[src/rtl/gesture_window_scheduler.sv]
// Scheduler for the voxel-bin classification chain: times accumulation windows,
// counts events, launches the classifier, clears the accumulator, applies refractory hold-off.
module gesture_window_scheduler #(
    parameter int WINDOW_CYCLES     = 1200000,
    parameter int MIN_EVENTS        = 20,
    parameter int CLASS_TIMEOUT     = 64,
    parameter int REFRACTORY_CYCLES = 2400000,
    parameter int CNT_BITS          = 24,
    parameter int EVT_BITS          = 16
) (
    input  logic                clk,
    input  logic                rst_n,
    input  logic                enable,
    input  logic                event_strobe,
    input  logic                class_valid,
    input  logic                gesture_valid_in,
    output logic                acc_freeze,
    output logic                class_start,
    output logic                acc_clear,
    output logic [EVT_BITS-1:0] event_count,
    output logic [7:0]          window_id,
    output logic                timeout_err,
    output logic [2:0]          debug_state
);

    localparam logic [2:0] S_IDLE     = 3'd0;
    localparam logic [2:0] S_ACCUM    = 3'd1;
    localparam logic [2:0] S_CLOSE    = 3'd2;
    localparam logic [2:0] S_CLASSIFY = 3'd3;
    localparam logic [2:0] S_CLEAR    = 3'd4;
    localparam logic [2:0] S_REFRACT  = 3'd5;

    localparam logic [CNT_BITS-1:0] WIN_LAST = CNT_BITS'(WINDOW_CYCLES - 1);
    localparam logic [CNT_BITS-1:0] TMO_LAST = CNT_BITS'(CLASS_TIMEOUT - 1);
    localparam logic [CNT_BITS-1:0] REF_LAST = CNT_BITS'(REFRACTORY_CYCLES - 1);
    localparam logic [EVT_BITS-1:0] MIN_EVT  = EVT_BITS'(MIN_EVENTS);

    logic [2:0]          state_q, state_d;
    logic [CNT_BITS-1:0] timer_q, timer_d;
    logic [EVT_BITS-1:0] event_count_q, event_count_d, event_inc;
    logic [7:0]          window_id_q, window_id_d;
    logic                timeout_err_q, timeout_err_d;
    logic                refract_pending_q, refract_pending_d;

    always_comb begin
        state_d           = state_q;
        timer_d           = timer_q;
        event_count_d     = event_count_q;
        window_id_d       = window_id_q;
        timeout_err_d     = timeout_err_q;
        refract_pending_d = refract_pending_q;
        // Terminal-cycle strobe must count toward the closing window, so the
        // close decision looks at the incremented value.
        event_inc = (event_strobe && event_count_q != '1) ? event_count_q + EVT_BITS'(1)
                                                          : event_count_q;

        if (gesture_valid_in && state_q != S_CLEAR)
            refract_pending_d = 1'b1;

        case (state_q)
            S_IDLE: begin
                if (enable) begin
                    state_d       = S_ACCUM;
                    timer_d       = '0;
                    event_count_d = '0;
                end
            end
            S_ACCUM: begin
                event_count_d = event_inc;
                timer_d       = timer_q + CNT_BITS'(1);
                if (!enable)
                    state_d = S_CLEAR;
                else if (timer_q == WIN_LAST)
                    state_d = (event_inc >= MIN_EVT) ? S_CLOSE : S_CLEAR;
            end
            S_CLOSE: begin
                state_d = S_CLASSIFY;
                timer_d = '0;
            end
            S_CLASSIFY: begin
                timer_d = timer_q + CNT_BITS'(1);
                if (class_valid) begin
                    state_d = S_CLEAR;
                end else if (timer_q == TMO_LAST) begin
                    timeout_err_d = 1'b1;
                    state_d       = S_CLEAR;
                end
            end
            S_CLEAR: begin
                window_id_d = window_id_q + 8'd1;
                // Same-cycle gesture_valid_in: the filter answers one cycle after class_valid.
                if (!enable) begin
                    state_d = S_IDLE;
                end else if (refract_pending_q || gesture_valid_in) begin
                    state_d           = S_REFRACT;
                    refract_pending_d = 1'b0;
                    timer_d           = '0;
                end else begin
                    state_d       = S_ACCUM;
                    timer_d       = '0;
                    event_count_d = '0;
                end
            end
            S_REFRACT: begin
                timer_d = timer_q + CNT_BITS'(1);
                if (!enable) begin
                    state_d = S_IDLE;
                end else if (timer_q == REF_LAST) begin
                    state_d       = S_ACCUM;
                    timer_d       = '0;
                    event_count_d = '0;
                end
            end
            default: state_d = S_IDLE;
        endcase
    end

    always_ff @(posedge clk or negedge rst_n) begin
        if (!rst_n) begin
            state_q           <= S_IDLE;
            timer_q           <= '0;
            event_count_q     <= '0;
            window_id_q       <= '0;
            timeout_err_q     <= 1'b0;
            refract_pending_q <= 1'b0;
        end else begin
            state_q           <= state_d;
            timer_q           <= timer_d;
            event_count_q     <= event_count_d;
            window_id_q       <= window_id_d;
            timeout_err_q     <= timeout_err_d;
            refract_pending_q <= refract_pending_d;
        end
    end

    assign acc_freeze  = (state_q != S_ACCUM);
    assign class_start = (state_q == S_CLOSE);
    assign acc_clear   = (state_q == S_CLEAR);
    assign event_count = event_count_q;
    assign window_id   = window_id_q;
    assign timeout_err = timeout_err_q;
    assign debug_state = state_q;

endmodule

[config.mk]
export PLATFORM = sky130hd
export DESIGN_NAME = gesture_window_scheduler
export DESIGN_NICKNAME = d
export VERILOG_FILES = /design/src/rtl/gesture_window_scheduler.sv
export SDC_FILE = /design/constraint.sdc
export NUM_CORES = 1
export LEC_CHECK = 0
export CAP_MARGIN = 20
export CORE_ASPECT_RATIO = 0.7
export CORE_UTILIZATION = 35
export DETAILED_ROUTE_END_ITERATION = 10
export GPL_TIMING_DRIVEN = 0
export SLEW_MARGIN = 20
export SYNTH_ARGS = -nofsm -noshare
export SYNTH_HDL_FRONTEND = slang
export SYNTH_SLANG_ARGS = --single-unit
[constraint.sdc]
create_clock -name clk -period 3.2 [get_ports clk]
set_clock_uncertainty 0.15 [all_clocks]
set_input_delay 0.64 -clock clk [delete_from_list [all_inputs] [get_ports clk]]
set_output_delay 0.64 -clock clk [all_outputs]
set_load 0.01 [all_outputs]
### Yosys cells after proc, flatten, opt, wreduce, memory -nomap -nowiden

Cells that the tools add are included.

| operators by class | value |
|---|---|
| multipliers | 0 |
| bitwise gates (word level) | 1 |
| equality and inequality tests | 20 |
| shift-type cells | 0 |
| $add $sub $neg | 3 |
| $lt $le $gt $ge | 1 |
| divide/modulo/power cells | 0 |
| reductions and logical operators | 12 |
| multiplexer cells | 26 |

Operators with widths:

| kind | number |
|---|---|
| $mux W16 | 6 |
| $pmux W24 S4 | 1 |
| $mux W24 | 3 |
| $pmux W16 S4 | 1 |
| $mux W3 | 10 |
| $add A24 B1 Y24 const B | 1 |
| $eq A24 B21 Y1 const B | 1 |
| $eq A24 B22 Y1 const B | 1 |
| $eq A24 B6 Y1 const B | 1 |
| $pmux W3 S6 | 1 |
| $add A16 B1 Y16 const B | 1 |
| $ge A16 B5 Y1 const B | 1 |
| $ne A16 B16 Y1 const B | 1 |
| $ne A3 B3 Y1 const B | 4 |
| $ne A2 B2 Y1 const B | 5 |
| $add A8 B1 Y8 const B | 1 |
| $reduce_bool A4 Y1 | 2 |
| $eq A3 B2 Y1 const B | 2 |
| $eq A3 B3 Y1 const B | 2 |
| $reduce_and A6 Y1 | 1 |
| $mux W1 | 4 |
| $reduce_and A4 Y1 | 1 |
| $reduce_or A2 Y1 | 2 |
| $eq A3 B1 Y1 const B | 1 |
| 8 further kinds | 9 |

| storage, ports and cells | value |
|---|---|
| memories | 0 |
| output and inout bits | 31 |
| memory bits (read-only) | 0 |
| bits in registers | 53 |
| latch bits | 0 |
| memory bits (writable) | 0 |
| input port bits | 6 |

### Longest topological paths before layout

Gate-level depths: netlist of the first run.

| depth | value |
|---|---|
| depth after elaboration | 8 |
| mapped depth | 9 |
| mapped depth without buffers | 8 |

### Worst setup path after synthesis of the first run

OpenSTA, ideal clock, no wires.

| timing | value |
|---|---|
| path kind | flip-flop to flip-flop |
| from | register event_count_q[0] (netlist: event_count[0]) |
| to | register state_q[1] (netlist: debug_state[1]) |
| slack | 0.746 ns |
| arrival time | 2.180 ns |
| clock period less this slack | 2.454 ns |
| stages on the path, launching flop included | 9 |
| setup time | 0.124 ns |
| cells stage by stage | dfrtp_1 ha_1 and4_1 nand2_2 o41a_1 and2_1 o311ai_1 nand4_1 a211o_1 |

| between the ends | value |
|---|---|
| word-level cells in the longest chain between the ends | 8 |
| elaborated cells on any way between the ends | 9 |

RTL lines:

| item | RTL line | RTL |
|---|---|---|
| start: declaration | 40 | `logic [EVT_BITS-1:0] event_count_q, event_count_d, event_inc;` |
| start signal: assignment | 129 | `event_count_q <= event_count_d;` |
| parallel branches: the longest is 2 deep, another holds $add A16 B1 Y16 | n/a |  |
| $mux W16 (*) | 54 | `event_inc = (event_strobe && event_count_q != '1) ? event_count_q + EVT_BITS'(1)` |
| $ge A16 B5 Y1 (*) | 74 | `state_d = (event_inc >= MIN_EVT) ? S_CLOSE : S_CLEAR;` |
| $mux W3 (*) | 74 |  |
| $mux W3 (*) | 73 | `else if (timer_q == WIN_LAST)` |
| $mux W3 (*) | 71 | `if (!enable)` |
| $pmux W3 S6 (*) | 60 | `case (state_q)` |
| end signal: assignment | 127 | `state_q <= state_d;` |
| end: declaration | 38 | `logic [2:0] state_q, state_d;` |

Mark *: on every way between the ends. The select of a mux whose other input is x is not followed.
A chain may end at the register's enable or synchronous reset.

### Worst setup path in the final report of the first run

| timing | value |
|---|---|
| from | register state_q[0] (netlist: debug_state[0]) |
| to | output port acc_freeze |

| between the ends | value |
|---|---|
| word-level cells in the longest chain between the ends | 1 |

RTL lines:

| item | RTL line | RTL |
|---|---|---|
| $ne A3 B1 Y1 | 136 | `assign acc_freeze = (state_q != S_ACCUM);` |
| end: declaration | 17 | `output logic acc_freeze,` |

Every way passes these cells.

==> results of run 1 <==
==> placed cells by master, fill, tap and decap left out, drive strengths merged, types with 3 or more instances in the layout <==
cell type,n
o22ai,3
buf,10
nor2,34
ha,3
nand4,15
inv,14
or4,5
xor2,4
a31oi,6
xnor2,16
o21ai,36
o31ai,9
or2,6
nor4,4
clkbuf,12
nand3,20
a21oi,21
nor3,11
nand2,36
and3,5
clkdlybuf4s50,35
or3,7
dfrtp,53
and2,3
==> critical path, cell delays in order, from the launching register on <==
cell and delay, ns:
dfrtp_1 0.38, clkbuf_1 0.39, and2_2 0.38, inv_1 0.25, clkdlybuf4s50_1 0.55
==> routing by layer <==
metal	track usage [%]	up-vias	share of wire (%)
li1	-	1391	-
met1	28.8	1369	54
met2	23.3	83	39
met3	4.10	7	5.6
met4	3.90	0	0.90
met5	0	-	0
==> through the flow <==
step / worst slack, ns / setup TNS, ns / total power [mW] / hold slack [ns] / instance area (µm²)
floorplan: 0.746 / 0 / 1.34 / 0.194 / 3130
global placement: -0.389 / -20.54 / 1.63 / 0.310 / 3640
detailed placement: -0.0925 / -0.0925 / 1.65 / 0.314 / 3640
CTS: 0.0314 / 0 / 2.23 / 0.271 / 3790
global route: 0.0452 / 0 / 2.36 / 0.292 / 3790
finish: 0.166 / 0 / 2.22 / 0.242 / 3790
==> cell type report <==
cell class                 instances  area share (%)
clock inverter                     1           0.132
multi-input combinational        276            44.0
buffer                            14            2.14
clock buffer                       7            4.02
timing repair buffer              36            9.43
sequential                        53            34.9
tap                              120            3.96
inverter                          14            1.38
==> final timing paths <==
| check | startpoint | end | slack [ns] | cells after the start |
|---|---|---|---|---|
| max in group asynchronous | rst_n | window_id[2] | 2.21 | 1 |
| min in group clk | window_id[7] | window_id[7] | 0.33 | 1 |
| worst max register to register | event_count[0] | debug_state[1] | 0.22 | 8 |
| worst min-delay path | rst_n | timer_q[12] | 0.24 | 1 |
| worst min register to register | window_id[7] | window_id[7] | 0.33 | 1 |
| worst max-delay path | debug_state[0] | acc_freeze | 0.17 | 4 |
==> power by group through the flow <==
stage                     logic [mW]  clock network, mW  registers, mW
final                          0.790              0.584          0.842
after global routing           0.880              0.625          0.854
after CTS                      0.790              0.599          0.842
after detailed placement       0.797                  0          0.854
after global placement         0.784                  0          0.850
after floorplan                0.481                  0          0.859
==> state kept, by name, indices dropped and copies added, names as in the netlist <==
signal / count
window_id: 8
timer_q: 24
debug_state: 3
timeout_err: 1
event_count: 16
refract_pending_q: 1
==> cell families after synthesis <==
family,after synthesis
xor+xnor,20
mux,3
simple gates,156
buf+inv,30
compound gates,94
flops,53
fa+ha+maj,3
==> flow_summary_export.csv, run 1 <==
group,metric,value,unit
placed_design,dp_hpwl,5650,µm
cts,cts.path.max_buffers,2,
yosys,synth_edf_count,0,
final_layout,n_antenna_cell,0,
die,core_area,8550,µm²
final_layout,drive_gt1_share,9.23,%
final_layout,regArea,1330,µm²
setup_path,required,2.41,ns
yosys,yosysTopAreaCell,"dfrtp_1",
yosys,synth_top_area_share,42.4,%
final_layout,instances_no_fill,521,
final_layout,fillers,884,
setup_path,worstSetupPathType,"flip-flop to primary output",
die,start_util,36.6,%
outcome,outcome,"finished clean",
setup_path,worstSetupEndpointType,"primary output",
sta,relSlewSlack,30.8,%
die,fp.dieH,81.1,µm
yosys,synth_flop_cell,"dfrtp_1",
sta,period_minus_slack,3.03,ns
global_route,track_usage,17.9,%
cts,hold_buffers,0,
route,wl,7770,µm
route,avgRoutedWirePerCell,14.9,µm
placed_design,port_buffers,36,
setup_path,arrival,2.24,ns
power,pwr-share-clk,26.3,%
final_layout,fin_nets,409,
yosys,avgSynthCellArea,8.72,µm²
sta,grt_setup_unrepaired,"false",
cts,clock_latency,0.29,ns
die,die_area,9330,µm²
power,p_sw,0.810,mW
min_path,hold_path_class,"primary input to async pin",
placed_design,gp_congestion,0.897,
placed_design,dp.cells,515,
sta,setup_viol_count_final,0,
final_layout,final_core_util,44.4,%
yosys,synth_common_cells,"dfrtp_1 (53), nand2_1 (35), nor2_1 (34)",
sta,period_share,94.8,%
power,switching_share,36.6,%
cts,post_cts_buffers,0,
global_route,grt_pass1_wl,13000,µm
power,cell_internal_pwr,1.41,mW
sta,finalHoldViolCount,0,
die,ioPinCount,37,
sta,fmax,0.330,GHz
route,drc,0,
power,comb_power_share,35.7,%
final_layout,syn2layout_area_growth,21.3,%
route,ant_nets,0,
route,drtIter0Drc,191,
setup_path,critPathMaxFanout,12,
yosys,syn_inst,359,
cts,clk_pin_slew,0.07,ns
yosys,synth-xor-area-share,5.60,%
run,drv_cap,0,
power,power.leakage,1.47,nW
yosys,netlist_area,3130,µm²
yosys,seq_area_frac_synth,42.4,%
cts,clock-sinks,53,
cts,ctsResizeCount,0,
route,vias,2850,
yosys,synthTopCellsByArea,"dfrtp_1 (42%), xnor2_1 (4.5%), nand2_1 (4.2%)",
yosys,synth_most_common_cell,"dfrtp_1",
yosys,synth_mux_area_share,1.00,%
global_route,antenna_found_initial,0,
route,dr.pass1.iters,5,
yosys,synth_compound_area_share,19.0,%
cts,cts.htree.levels,2,
final_layout,multi_input_area,1670,µm²
cts,cts_made_buffers,5,
global_route,grt_max_degree,54,
yosys,synth_top_family_by_area,"simple AND/OR/NAND/NOR gates",
route,vias_per_cell,5.47,
sta,worst_pin_slew,1.03,ns
power,power.share.sequential,38.0,%
global_route,grt_pass1_vias,2473,
global_route,overflow,0,
power,p_per_area,584,nW/µm²
setup_path,startpoint_type,"flip-flop",
die,row_count,28,
cts,cts_tree,"done",
yosys,synth-seq-cells,53,
yosys,synthAdderAreaFrac,1.20,%
yosys,asyncSetResetFlopFracSynth,100,%
yosys,synth_nets,368,
power,worst_ir_drop_vdd,0.000249,V
yosys,ys.warnings.count,0,
sta,final-max-slew-violation-count,0,
die,die_w,115,µm
cts,root_buffer,"clkbuf_16",
yosys,synthSimpleGateAreaFrac,26.3,%
yosys,synth.distinct_cells,61,
(Power assumes the default switching activity.)
==> run 2, diff against run 1 <==
Settings changed: CELL_PAD_IN_SITES_DETAIL_PLACEMENT set to 0, CELL_PAD_IN_SITES_GLOBAL_PLACEMENT set to 2, CORE_UTILIZATION 35 to 34, PLACE_DENSITY_LB_ADDON set to 0.1.
==> run 2 against run 1 <==
  * First-iteration DRC count rose by 8.4%
  * Critical path type unchanged
  * Fmax fell by 0.32%
  * Worst hold slack got worse by 0.16 ns
  * Utilization fell by 0.43 points
  * Wire length rose by 7.4%
  * Critical path depth rose by 1
  * Combinational power rose by 2%
  * Sequential power fell by 0.7%
  * Clock power barely moved
  * Global-route usage rose by 0.70 points
==> flow_summary_export.csv, run 2 (synthesis results as in run 1) <==
group,metric,value,unit
outcome,outcome,"finished clean",
cts,root_buffer,"clkbuf_16",
final_layout,most-common-layout-cells,"dfrtp_1 (53), nand2_1 (35), clkdlybuf4s50_1 (35), nor2_1 (34), o21ai_0 (23)",
min_path,hold_path_class,"primary input to async pin",
setup_path,regToRegStartpoint,"event_count[0]",
global_route,grtUsageMet1,30.8,%
global_route,grt_use_met2,23.7,%
power,cell_internal_pwr,1.41,mW
route,dr.pass1.iters,4,
power,comb_power_share,36.2,%
final_layout,top_register,"timer_q",
die,die_area,9600,µm²
route,ant_nets,0,
setup_path,rr_endpoint,"debug_state[1]",
setup_path,worstSetupEndpoint,"acc_freeze",
final_layout,largest_reg_flops,24,
sta,setup_viol_count_final,0,
global_route,top_usage_layer,"met1",
cts,cts_made_buffers,5,
route,vias,2833,
sta,setup-tns-final,0,ns
route,drc,0,
setup_path,r2r.worst_path.cells,8,
final_layout,fin_nets,410,
placed_design,dp.cells,516,
final_layout,drive_gt1_share,9.70,%
sta,fmax,0.329,GHz
die,start_util,36.0,%
placed_design,dp_hpwl,6150,µm
sta,worst_pin_slew,0.620,ns
sta,relSlewSlack,58.4,%
die,core_area,8690,µm²
sta,grt_setup_unrepaired,"false",
final_layout,layout_commonest_cell,"dfrtp_1",
sta,period_minus_slack,3.04,ns
power,pwr-share-clk,26.2,%
final_layout,fillers,908,
cts,cts_tree,"done",
global_route,grt_pass1_vias,2474,
global_route,overflow,0,
setup_path,arrival,2.25,ns
run,drv_cap,0,
route,drtIter0Drc,207,
sta,finalHoldViolCount,0,
global_route,grt_util_met3,3.58,%
route,avgRoutedWirePerCell,16.0,µm
setup_path,worstSetupEndpointType,"primary output",
placed_design,port_buffers,36,
setup_path,critical_path.cell_chain,"buf_2 -> nor2_1 -> and2_2 -> inv_1 -> clkdlybuf4s50_1",
setup_path,cpPeakStageDelay,0.62,ns
final_layout,syn2layout_area_growth,22.1,%
sta,holdWs,0.0775,ns
setup_path,worstSetupPathType,"flip-flop to primary output",
die,fp.dieH,82.3,µm
sta,final-max-slew-violation-count,0,
setup_path,critPathMaxFanout,12,
global_route,grt_pass1_wl,13500,µm
sta,period_share,95.1,%
global_route,track_usage,18.6,%
die,row_count,28,
power,power.leakage,1.48,nW
cts,clock_latency,0.29,ns
route,wl,8350,µm
placed_design,dp_slack,-0.154,ns
final_layout,stdcell_area,3820,µm²
setup_path,rrSetupSlack,0.16,ns
placed_design,place_area,3660,µm²
die,die_w,117,µm
setup_path,slowest_stage,"clkdlybuf4s50_1",
cts,clock-sinks,53,
setup_path,startpoint_type,"flip-flop",
route,vias_per_cell,5.43,
cts,clk_pin_slew,0.07,ns
global_route,antenna_found_initial,0,
power,worst_ir_drop_vdd,0.000220,V
cts,cts.path.max_buffers,2,
global_route,grt_max_degree,34,
final_layout,n_antenna_cell,0,
final_layout,instances_no_fill,522,
power,p_sw,0.813,mW
cts,cts.htree.levels,2,
setup_path,crit_start,"debug_state[1]",
power,p_per_area,582,nW/µm²
power,switching_share,36.6,%
placed_design,gp_congestion,0.800,
setup_path,required,2.41,ns
die,ioPinCount,37,
power,power.share.sequential,37.6,%
sta,setup_ws,0.156,ns
==> run 2: critical path, delay by kind of cell (launching register included) <==
kind,cells,cell delay [ns]
flip-flops,1,0.38
buffers and inverters,3,1.21
AND/OR/NAND/NOR,2,0.37
==> run 2: power groups by stage <==
stage	registers (mW)	clock network (mW)	logic [mW]
global placement	0.850	0	0.806
detailed placement	0.848	0	0.815
CTS	0.835	0.602	0.808
global route	0.852	0.631	0.902
finish	0.836	0.582	0.806
floorplan	0.859	0	0.481
==> run 2: worst min path at each step <==
| stage | start | end | slack, ns | cells after the start |
|---|---|---|---|---|
| 6_report | rst_n | timer_q[4] | 0.08 | 1 |
| 5_1_grt | rst_n | timer_q[4] | 0.09 | 1 |
| 4_1_cts | rst_n | timer_q[4] | 0.09 | 1 |
| 3_5_place_dp | window_id[7] | window_id[7] | 0.31 | 1 |
| 3_3_place_gp | window_id[7] | window_id[7] | 0.31 | 1 |
| 2_1_floorplan | rst_n | debug_state[0] | 0.19 | 0 |
==> run 2: layout make-up <==
cell class	instances	area [µm²]	share of cell area [%]
multi-input combinational	276	1670	43.8
sequential	53	1330	34.7
timing repair buffer	37	378	9.89
clock buffer	7	153	4.00
tap	120	150	3.93
buffer	14	81.3	2.13
inverter	14	52.6	1.38
clock inverter	1	5.00	0.131
==> run 2: stage by stage <==
step	utilization, %	total power, mW
global placement	41.9	1.66
floorplan	-	1.34
detailed placement	42.1	1.66
finish	44.0	2.22
global route	44.0	2.38
CTS	43.8	2.24
==> run 2: repair_timing <==
action / in CTS / in global routing
resized for setup: 0 / 2
hold buffers: 0 / 0
endpoints found under the setup margin: 1 / 2
buffers inserted: 0 / 0
==> run 2: metal layers <==
| layer | share of wire (%) | routed length (µm) |
|---|---|---|
| met1 | 57 | 4730 |
| met2 | 37 | 3120 |
| met3 | 4.9 | 413 |
| met4 | 0.96 | 80 |
| met5 | 0 | 0 |
